==> src/rtl/sao_pip_ctrl.sv <==
// CTU-level sequencer for the SAO statistics pipeline: walks CTUs in raster
// order, steps Y/Cb/Cr statistics collection and strobes the stage-1-to-2 pass.
module sao_pip_ctrl #(
  parameter int ctu_x_len = 9,
  parameter int ctu_y_len = 9
) (
  input  logic                 clk_slow,
  input  logic                 arst_n,
  input  logic                 rst_n,
  input  logic                 start,
  input  logic [ctu_x_len-1:0] pic_w_ctu,
  input  logic [ctu_y_len-1:0] pic_h_ctu,
  input  logic                 st_done,
  input  logic                 dc_ready,
  output logic                 en,
  output logic [1:0]           cIdx,
  output logic                 end_of_luma_st,
  output logic                 end_of_chroma_st,
  output logic                 able_to_pass,
  output logic [ctu_x_len-1:0] ctu_x,
  output logic [ctu_y_len-1:0] ctu_y,
  output logic                 isLeftMergeAvail,
  output logic                 isUpperMergeAvail,
  output logic                 busy,
  output logic                 pic_done
);

  typedef enum logic [1:0] {
    IDLE    = 2'd0,
    COLLECT = 2'd1,
    WAIT_DC = 2'd2,
    PASS    = 2'd3
  } state_t;

  state_t               state_r, state_nxt_s;
  logic [ctu_x_len-1:0] ctu_x_r, ctu_x_nxt_s, pic_w_r, pic_w_nxt_s;
  logic [ctu_y_len-1:0] ctu_y_r, ctu_y_nxt_s, pic_h_r, pic_h_nxt_s;
  logic [1:0]           cidx_r, cidx_nxt_s;
  logic                 last_x_s, last_y_s;

  assign last_x_s = (ctu_x_r == (pic_w_r - ctu_x_len'(1)));
  assign last_y_s = (ctu_y_r == (pic_h_r - ctu_y_len'(1)));

  // Next-state, CTU position and component index sequencing.
  always_comb begin
    state_nxt_s = state_r;
    ctu_x_nxt_s = ctu_x_r;
    ctu_y_nxt_s = ctu_y_r;
    cidx_nxt_s  = cidx_r;
    pic_w_nxt_s = pic_w_r;
    pic_h_nxt_s = pic_h_r;
    case (state_r)
      IDLE: begin
        if (start) begin
          // A zero dimension is clamped so the walk always covers at least one CTU.
          pic_w_nxt_s = (pic_w_ctu == {ctu_x_len{1'b0}}) ? ctu_x_len'(1) : pic_w_ctu;
          pic_h_nxt_s = (pic_h_ctu == {ctu_y_len{1'b0}}) ? ctu_y_len'(1) : pic_h_ctu;
          ctu_x_nxt_s = {ctu_x_len{1'b0}};
          ctu_y_nxt_s = {ctu_y_len{1'b0}};
          cidx_nxt_s  = 2'd0;
          state_nxt_s = COLLECT;
        end else begin
          state_nxt_s = IDLE;
        end
      end
      COLLECT: begin
        if (st_done) begin
          if (cidx_r == 2'd2) begin
            state_nxt_s = WAIT_DC;
          end else begin
            cidx_nxt_s = cidx_r + 2'd1;
          end
        end else begin
          state_nxt_s = COLLECT;
        end
      end
      WAIT_DC: begin
        if (dc_ready) begin
          state_nxt_s = PASS;
        end else begin
          state_nxt_s = WAIT_DC;
        end
      end
      PASS: begin
        if (last_x_s && last_y_s) begin
          state_nxt_s = IDLE;
        end else begin
          if (last_x_s) begin
            ctu_x_nxt_s = {ctu_x_len{1'b0}};
            ctu_y_nxt_s = ctu_y_r + ctu_y_len'(1);
          end else begin
            ctu_x_nxt_s = ctu_x_r + ctu_x_len'(1);
          end
          cidx_nxt_s  = 2'd0;
          state_nxt_s = COLLECT;
        end
      end
      default: begin
        state_nxt_s = IDLE;
      end
    endcase
  end

  // State and position registers with async and sync resets.
  always_ff @(posedge clk_slow or negedge arst_n) begin
    if (!arst_n) begin
      state_r <= IDLE;
      ctu_x_r <= {ctu_x_len{1'b0}};
      ctu_y_r <= {ctu_y_len{1'b0}};
      cidx_r  <= 2'd0;
      pic_w_r <= ctu_x_len'(1);
      pic_h_r <= ctu_y_len'(1);
    end else if (!rst_n) begin
      state_r <= IDLE;
      ctu_x_r <= {ctu_x_len{1'b0}};
      ctu_y_r <= {ctu_y_len{1'b0}};
      cidx_r  <= 2'd0;
      pic_w_r <= ctu_x_len'(1);
      pic_h_r <= ctu_y_len'(1);
    end else begin
      state_r <= state_nxt_s;
      ctu_x_r <= ctu_x_nxt_s;
      ctu_y_r <= ctu_y_nxt_s;
      cidx_r  <= cidx_nxt_s;
      pic_w_r <= pic_w_nxt_s;
      pic_h_r <= pic_h_nxt_s;
    end
  end

  assign en                = (state_r == COLLECT);
  assign busy              = (state_r != IDLE);
  assign able_to_pass      = (state_r == PASS);
  assign pic_done          = (state_r == PASS) && last_x_s && last_y_s;
  assign end_of_luma_st    = (state_r == COLLECT) && st_done && (cidx_r == 2'd0);
  assign end_of_chroma_st  = (state_r == COLLECT) && st_done && (cidx_r != 2'd0);
  assign cIdx              = cidx_r;
  assign ctu_x             = ctu_x_r;
  assign ctu_y             = ctu_y_r;
  assign isLeftMergeAvail  = (ctu_x_r != {ctu_x_len{1'b0}});
  assign isUpperMergeAvail = (ctu_y_r != {ctu_y_len{1'b0}});

endmodule
==> config.mk <==
export PLATFORM = sky130hd
export DESIGN_NAME = sao_pip_ctrl
export DESIGN_NICKNAME = d
export VERILOG_FILES = /design/src/rtl/sao_pip_ctrl.sv
export SDC_FILE = /design/constraint.sdc
export NUM_CORES = 1
export LEC_CHECK = 0
export ABC_AREA = 1
export CAP_MARGIN = 15
export CORE_ASPECT_RATIO = 1.75
export CORE_MARGIN = 2
export CORE_UTILIZATION = 44
export CTS_CLUSTER_SIZE = 12
export DETAILED_ROUTE_END_ITERATION = 16
export GPL_TIMING_DRIVEN = 0
export MAX_ROUTING_LAYER = met4
export PLACE_DENSITY = 0.69
export SLEW_MARGIN = 20
export SYNTH_ARGS = -nofsm -noshare
export SYNTH_HDL_FRONTEND = slang
export SYNTH_SLANG_ARGS = --single-unit
==> constraint.sdc <==
create_clock -name clk_slow -period 5.15 [get_ports clk_slow]
set_input_delay 1.03 -clock clk_slow [delete_from_list [all_inputs] [get_ports clk_slow]]
set_output_delay 1.03 -clock clk_slow [all_outputs]
set_load 0.05 [all_outputs]
==> impl_metrics.json, run 1 <==
{
  "status": "complete, no violations",
  "cap_violations": 0,
  "io_buffers": 51,
  "coreArea_sq_um": 6860,
  "rsz0062_at_grt": "no",
  "cts.sinks": 40,
  "grtUsageTotal_pct": 25.5,
  "ys_seq_elements": 40,
  "synth_seq_area_share_pct": 32.1,
  "synth.net_count": 506,
  "root_buffer": "clkbuf_16",
  "setup-tns-final_ns": 0,
  "cp_slowest_cell": "clkdlybuf4s50_1",
  "end_kind": "output port",
  "vdd_drop_max_mv": 0.187,
  "ctsLongestPathBuffers": 2,
  "slew_headroom_pct": 57.4,
  "switching_power_w": 0.000496,
  "tritoncts": "built",
  "final_hold_viol_count": 0,
  "die_w_um": 67.7,
  "path_class": "reg2out",
  "worst_pin_slew_ns": 0.639,
  "setup_viol": 0,
  "required_ns": 4.12,
  "hold_buffers": 0,
  "crit_top_cell": "inv_1",
  "clock_latency_ns": 0.29,
  "timing.critical_path.cells": "inv_1, ha_1, inv_1, nand2_1, nand3_1, nand2_1, nor2_1, nand4_1, nor2_2, buf_6, nand3_2, inv_1, clkdlybuf4s50_1",
  "finClkSkew_ns": 0.00459,
  "drtPass1Iterations": 4,
  "grt_pass1_wl_um": 14600,
  "dpl.hpwl_um": 6660,
  "swShare_pct": 41.4,
  "wl_per_cell_um": 14.0,
  "syn_to_final_growth_pct": 25.2,
  "fp.dieArea_sq_um": 7820,
  "antenna_found_initial": 0,
  "yosys_warnings": 0,
  "ctsResizeCount": 0,
  "cts_made_buffers": 5,
  "grt_max_degree": 27,
  "drc": 0,
  "rows": 40,
  "drv_slew": 0,
  "syn_inst": 470,
  "p_per_area_nw_per_um2": 307,
  "wl_um": 8610,
  "via_per_inst": 5.26,
  "synth.avg_cell_area_sq_um": 6.65,
  "fin_crit_sh_pct": 79.9,
  "multi_input_area_sq_um": 1820,
  "hp-class": "reg2reg",
  "overflow": 0,
  "fillers": 663,
  "p_leak_nw": 1.98,
  "area.sequential_sq_um": 1000,
  "dr.first_iter.drc_count": 182,
  "final_common_cell": "nand2_1",
  "post-cts-setup-buffer-count": 0,
  "die_h_um": 115,
  "fmax_mhz": 243,
  "synth.distinct_cells": 35,
  "path_clk_slew_ns": 0.06,
  "netlist_area_sq_um": 3120,
  "postRouteAntennaNets": 0,
  "p_clk_share_pct": 26.7,
  "whs_ns": 0.539,
  "pin_count": 52,
  "period_needed_ns": 4.11,
  "critPathLaunchType": "flop",
  "routabilityCongestion": 0.918,
  "max_stage_delay_ns": 0.79,
  "combPwrFrac_pct": 41.7,
  "initial_core_util_pct": 45.6,
  "pwr-share-seq_pct": 31.6,
  "n_antenna_cell": 0,
  "grt_pass1_vias": 3212,
  "layout_common_cells": "146 x nand2_1, 64 x inv_1, 50 x clkdlybuf4s50_1",
  "cp.arrival_ns": 3.08,
  "via_count": 3231,
  "worst-path-max-fanout": 10,
  "h-tree-depth": 2,
  "finalNetCount": 565,
  "intPower_w": 0.000703,
  "drive_gt1_share_pct": 6.79
}
[final timing paths]
path	startpoint	endpoint	slack [ns]	cells after the start
min in group asynchronous	arst_n	pic_h_r[1]	0.76	1
max reg2reg	pic_w_r[0]	ctu_x[4]	2.82	15
min reg2reg	cIdx[0]	cIdx[0]	0.54	2
max	pic_w_r[0]	pic_done	1.04	13
max in group asynchronous	arst_n	state_r[1]	3.88	2
min	cIdx[0]	cIdx[0]	0.54	2
[routing by layer]
metal | GRT usage (%) | vias up | routed length, um | share of wire (%)
li1 | - | 1622 | - | -
met1 | 26.3 | 1504 | 3330 | 39
met2 | 46.7 | 85 | 4730 | 55
met3 | 3.20 | 20 | 300 | 3.5
met4 | 10.7 | 0 | 249 | 2.9
met5 | - | - | 0 | 0
[stage by stage]
stage / utilization (%) / worst slack [ns] / instance area (sq um) / power [W] / cells
final: 57.0 / 1.04 / 3910 / 0.00120 / 614
after global routing: 57.0 / 0.780 / 3910 / 0.00129 / 614
after CTS: 57.0 / 1.03 / 3910 / 0.00121 / 614
after detailed placement: 54.9 / 1.32 / 3760 / 0.000886 / 606
after global placement: 54.5 / 1.35 / 3740 / 0.000875 / 605
after floorplan: - / 2.13 / 3120 / 0.000745 / 470
[cells in the mapped netlist (all sizes together)]
master / number / area [sq um]
o21ai: 20 / 100
o21bai: 9 / 67.6
nand4: 8 / 50.1
nor2: 51 / 216
inv: 69 / 259
dfrtp: 38 / 951
xor2: 12 / 105
dfstp: 2 / 52.6
nand3: 50 / 255
a211oi: 1 / 7.51
xnor2: 6 / 52.6
nand2: 152 / 609
a21oi: 4 / 35.0
clkbuf: 5 / 18.8
a41oi: 1 / 8.76
a21o: 1 / 7.51
ha: 12 / 150
a22o: 1 / 8.76
nor4: 13 / 81.3
nor3: 8 / 40.0
o22ai: 1 / 6.26
a22oi: 1 / 7.51
nand3b: 1 / 7.51
buf: 4 / 26.3
[layout make-up]
class                      count  area share [%]
multi-input combinational    352            46.4
sequential                    40            25.7
timing repair buffer          52            13.6
inverter                      69            6.62
clock buffer                   6            3.55
tap                           84            2.69
buffer                         9            1.15
clock inverter                 2           0.256
[critical path: cells and delay by family (launching register included)]
| kind | cells | cell delay (ns) |
|---|---|---|
| adder cells (fa/ha/maj) | 1 | 0.32 |
| buffers and inverters | 5 | 1.27 |
| AND/OR/NAND/NOR | 7 | 0.67 |
| flip-flops | 1 | 0.53 |
[registers in the layout (all words and copies together) (netlist names)]
signal	count
cIdx	2
pic_h_r	9
state_r	2
ctu_x	9
pic_w_r	9
ctu_y	9
[power groups by stage]
stage	combinational [W]	sequential, W	clock (W)
2_1_floorplan	0.000359	0.000386	0
3_3_place_gp	0.000491	0.000383	0
3_5_place_dp	0.000501	0.000385	0
4_1_cts	0.000503	0.000379	0.000324
5_1_grt	0.000569	0.000384	0.000338
6_report	0.000500	0.000379	0.000320
[logic make-up after synthesis]
| kind of cell | share of synthesized area, % |
|---|---|
| xor+xnor | 5.05 |
| fa+ha+maj | 4.81 |
| simple gates | 40.3 |
| buf+inv | 9.73 |
| compound gates | 7.97 |
| flops | 32.1 |
Note: power is estimated with default switching activity, not from simulation.
==> run 2: changes to the inputs <==
==> constraint.sdc (replaced) <==
create_clock -name clk_slow -period 3.8 [get_ports clk_slow]
set_input_delay 0.76 -clock clk_slow [delete_from_list [all_inputs] [get_ports clk_slow]]
set_output_delay 0.76 -clock clk_slow [all_outputs]
set_load 0.05 [all_outputs]
==> run 2 against run 1 <==
Effect of this change: sequential share of layout area stayed put; clock-buffer cell count stayed put; clock power is 36% higher; worst setup slack worse by 0.78 ns; power is 36% higher; hold slack worse by 0.046 ns; final cell count stayed put; global-route usage stayed put; combinational power is 36% higher; first-iteration DRC count stayed put.
==> impl_metrics.json, run 2 (synthesis gave the netlist of run 1 again) <==
{
  "ctsResizeCount": 1,
  "syn_to_final_growth_pct": 25.2,
  "path_clk_slew_ns": 0.06,
  "finalNetCount": 565,
  "critPathBufInv": 5,
  "overflow": 0,
  "fin_crit_sh_pct": 93.1,
  "io_buffers": 51,
  "max_stage_delay_ns": 0.53,
  "wl_per_cell_um": 14.0,
  "final_common_cell": "nand2_1",
  "vdd_drop_max_mv": 0.253,
  "cap_violations": 0,
  "postRouteAntennaNets": 0,
  "final_hold_viol_count": 0,
  "ctsLongestPathBuffers": 2,
  "period_needed_ns": 3.54,
  "hold_buffers": 0,
  "grt_pass1_vias": 3212,
  "critPathLaunchType": "flop",
  "h-tree-depth": 2,
  "finish.utilization_pct": 57.0,
  "coreArea_sq_um": 6860,
  "root_buffer": "clkbuf_16",
  "p_leak_nw": 1.98,
  "cp_slowest_cell": "dfstp_2",
  "cts_made_buffers": 5,
  "crit_family": "buffers and inverters",
  "cp.arrival_ns": 2.78,
  "worst-r2r-cell-count": 15,
  "fp.dieArea_sq_um": 7820,
  "tritoncts": "built",
  "dr.first_iter.drc_count": 182,
  "setup-tns-final_ns": 0,
  "end_kind": "output port",
  "die_w_um": 67.7,
  "drive_gt1_share_pct": 6.79,
  "slew_headroom_pct": 57.4,
  "initial_core_util_pct": 45.6,
  "finClkSkew_ns": 0.00459,
  "grtUsageTotal_pct": 25.5,
  "via_per_inst": 5.26,
  "crit_top_cell": "inv_1",
  "post-cts-setup-buffer-count": 0,
  "wl_um": 8610,
  "fmax_mhz": 283,
  "rsz0062_at_grt": "no",
  "cts.sinks": 40,
  "pin_count": 52,
  "worst-path-max-fanout": 10,
  "layout_common_cells": "146 x nand2_1, 64 x inv_1, 49 x nand3_1, 49 x clkdlybuf4s50_1, 45 x nor2_1",
  "drv_slew": 0,
  "hp-class": "in2async",
  "rows": 40,
  "timing.critical_path.cells": "inv_1, ha_1, inv_1, nand2_1, nand3_1, nand2_1, nor2_1, nand4_1, nor2_2, buf_6, nand3_2, inv_1, clkdlybuf4s15_1",
  "clock_latency_ns": 0.29,
  "antenna_found_initial": 0,
  "r2r_end": "ctu_x[4]",
  "required_ns": 3.04,
  "setup_viol": 0,
  "path_class": "reg2out",
  "power_w": 0.00163,
  "n_antenna_cell": 0,
  "status": "complete, no violations",
  "grt_max_degree": 27,
  "via_count": 3231,
  "drtPass1Iterations": 4,
  "grt_pass1_wl_um": 14600,
  "r2r_slack_ns": 1.47,
  "p_per_area_nw_per_um2": 416,
  "dpl.hpwl_um": 6660,
  "die_h_um": 115,
  "r2r_start": "pic_w_r[0]",
  "drc": 0,
  "worst_pin_slew_ns": 0.639,
  "routabilityCongestion": 0.918
}
==> run 2: worst max-delay path by stage <==
| stage | from | endpoint | slack, ns | cells past startpoint |
|---|---|---|---|---|
| after floorplan | pic_w_r[0] | pic_done | 1.05 | 12 |
| after global placement | pic_w_r[0] | pic_done | 0.27 | 13 |
| after detailed placement | pic_w_r[0] | pic_done | 0.24 | 13 |
| after CTS | pic_w_r[0] | pic_done | 0.22 | 13 |
| after global routing | pic_w_r[0] | pic_done | 0.004 | 13 |
| final | pic_w_r[0] | pic_done | 0.26 | 13 |
==> run 2: cell type report <==
type	count	area, sq um
inverters	69	259
fillers	663	2950
repair buffers	52	533
clock inverters	2	10.0
clock buffers	6	139
multi-input cells	352	1820
plain buffers	9	45.0
flip-flops and latches	40	1000
well taps	84	105
==> run 2: through the flow <==
stage	instance area, sq um	setup slack [ns]	std cells	hold WS (ns)
floorplan	3120	1.05	470	0.464
global placement	3740	0.266	605	0.516
detailed placement	3760	0.245	606	0.533
CTS	3910	0.222	614	0.512
global route	3910	0.00382	614	0.537
finish	3910	0.261	614	0.492
==> run 2: layer usage <==
layer / up-vias / track usage, % / share of wire [%]
met5: - / - / 0
met4: 0 / 10.7 / 2.9
met3: 20 / 3.20 / 3.5
met2: 85 / 46.7 / 55
met1: 1504 / 26.3 / 39
li1: 1622 / - / -
==> run 2: power breakdown <==
| part | switching (W) | leakage [nW] | internal, W |
|---|---|---|---|
| Sequential | 0.0000461 | 0.542 | 0.000468 |
| Clock | 0.000175 | 0.0766 | 0.000259 |
| Combinational | 0.000452 | 1.37 | 0.000226 |
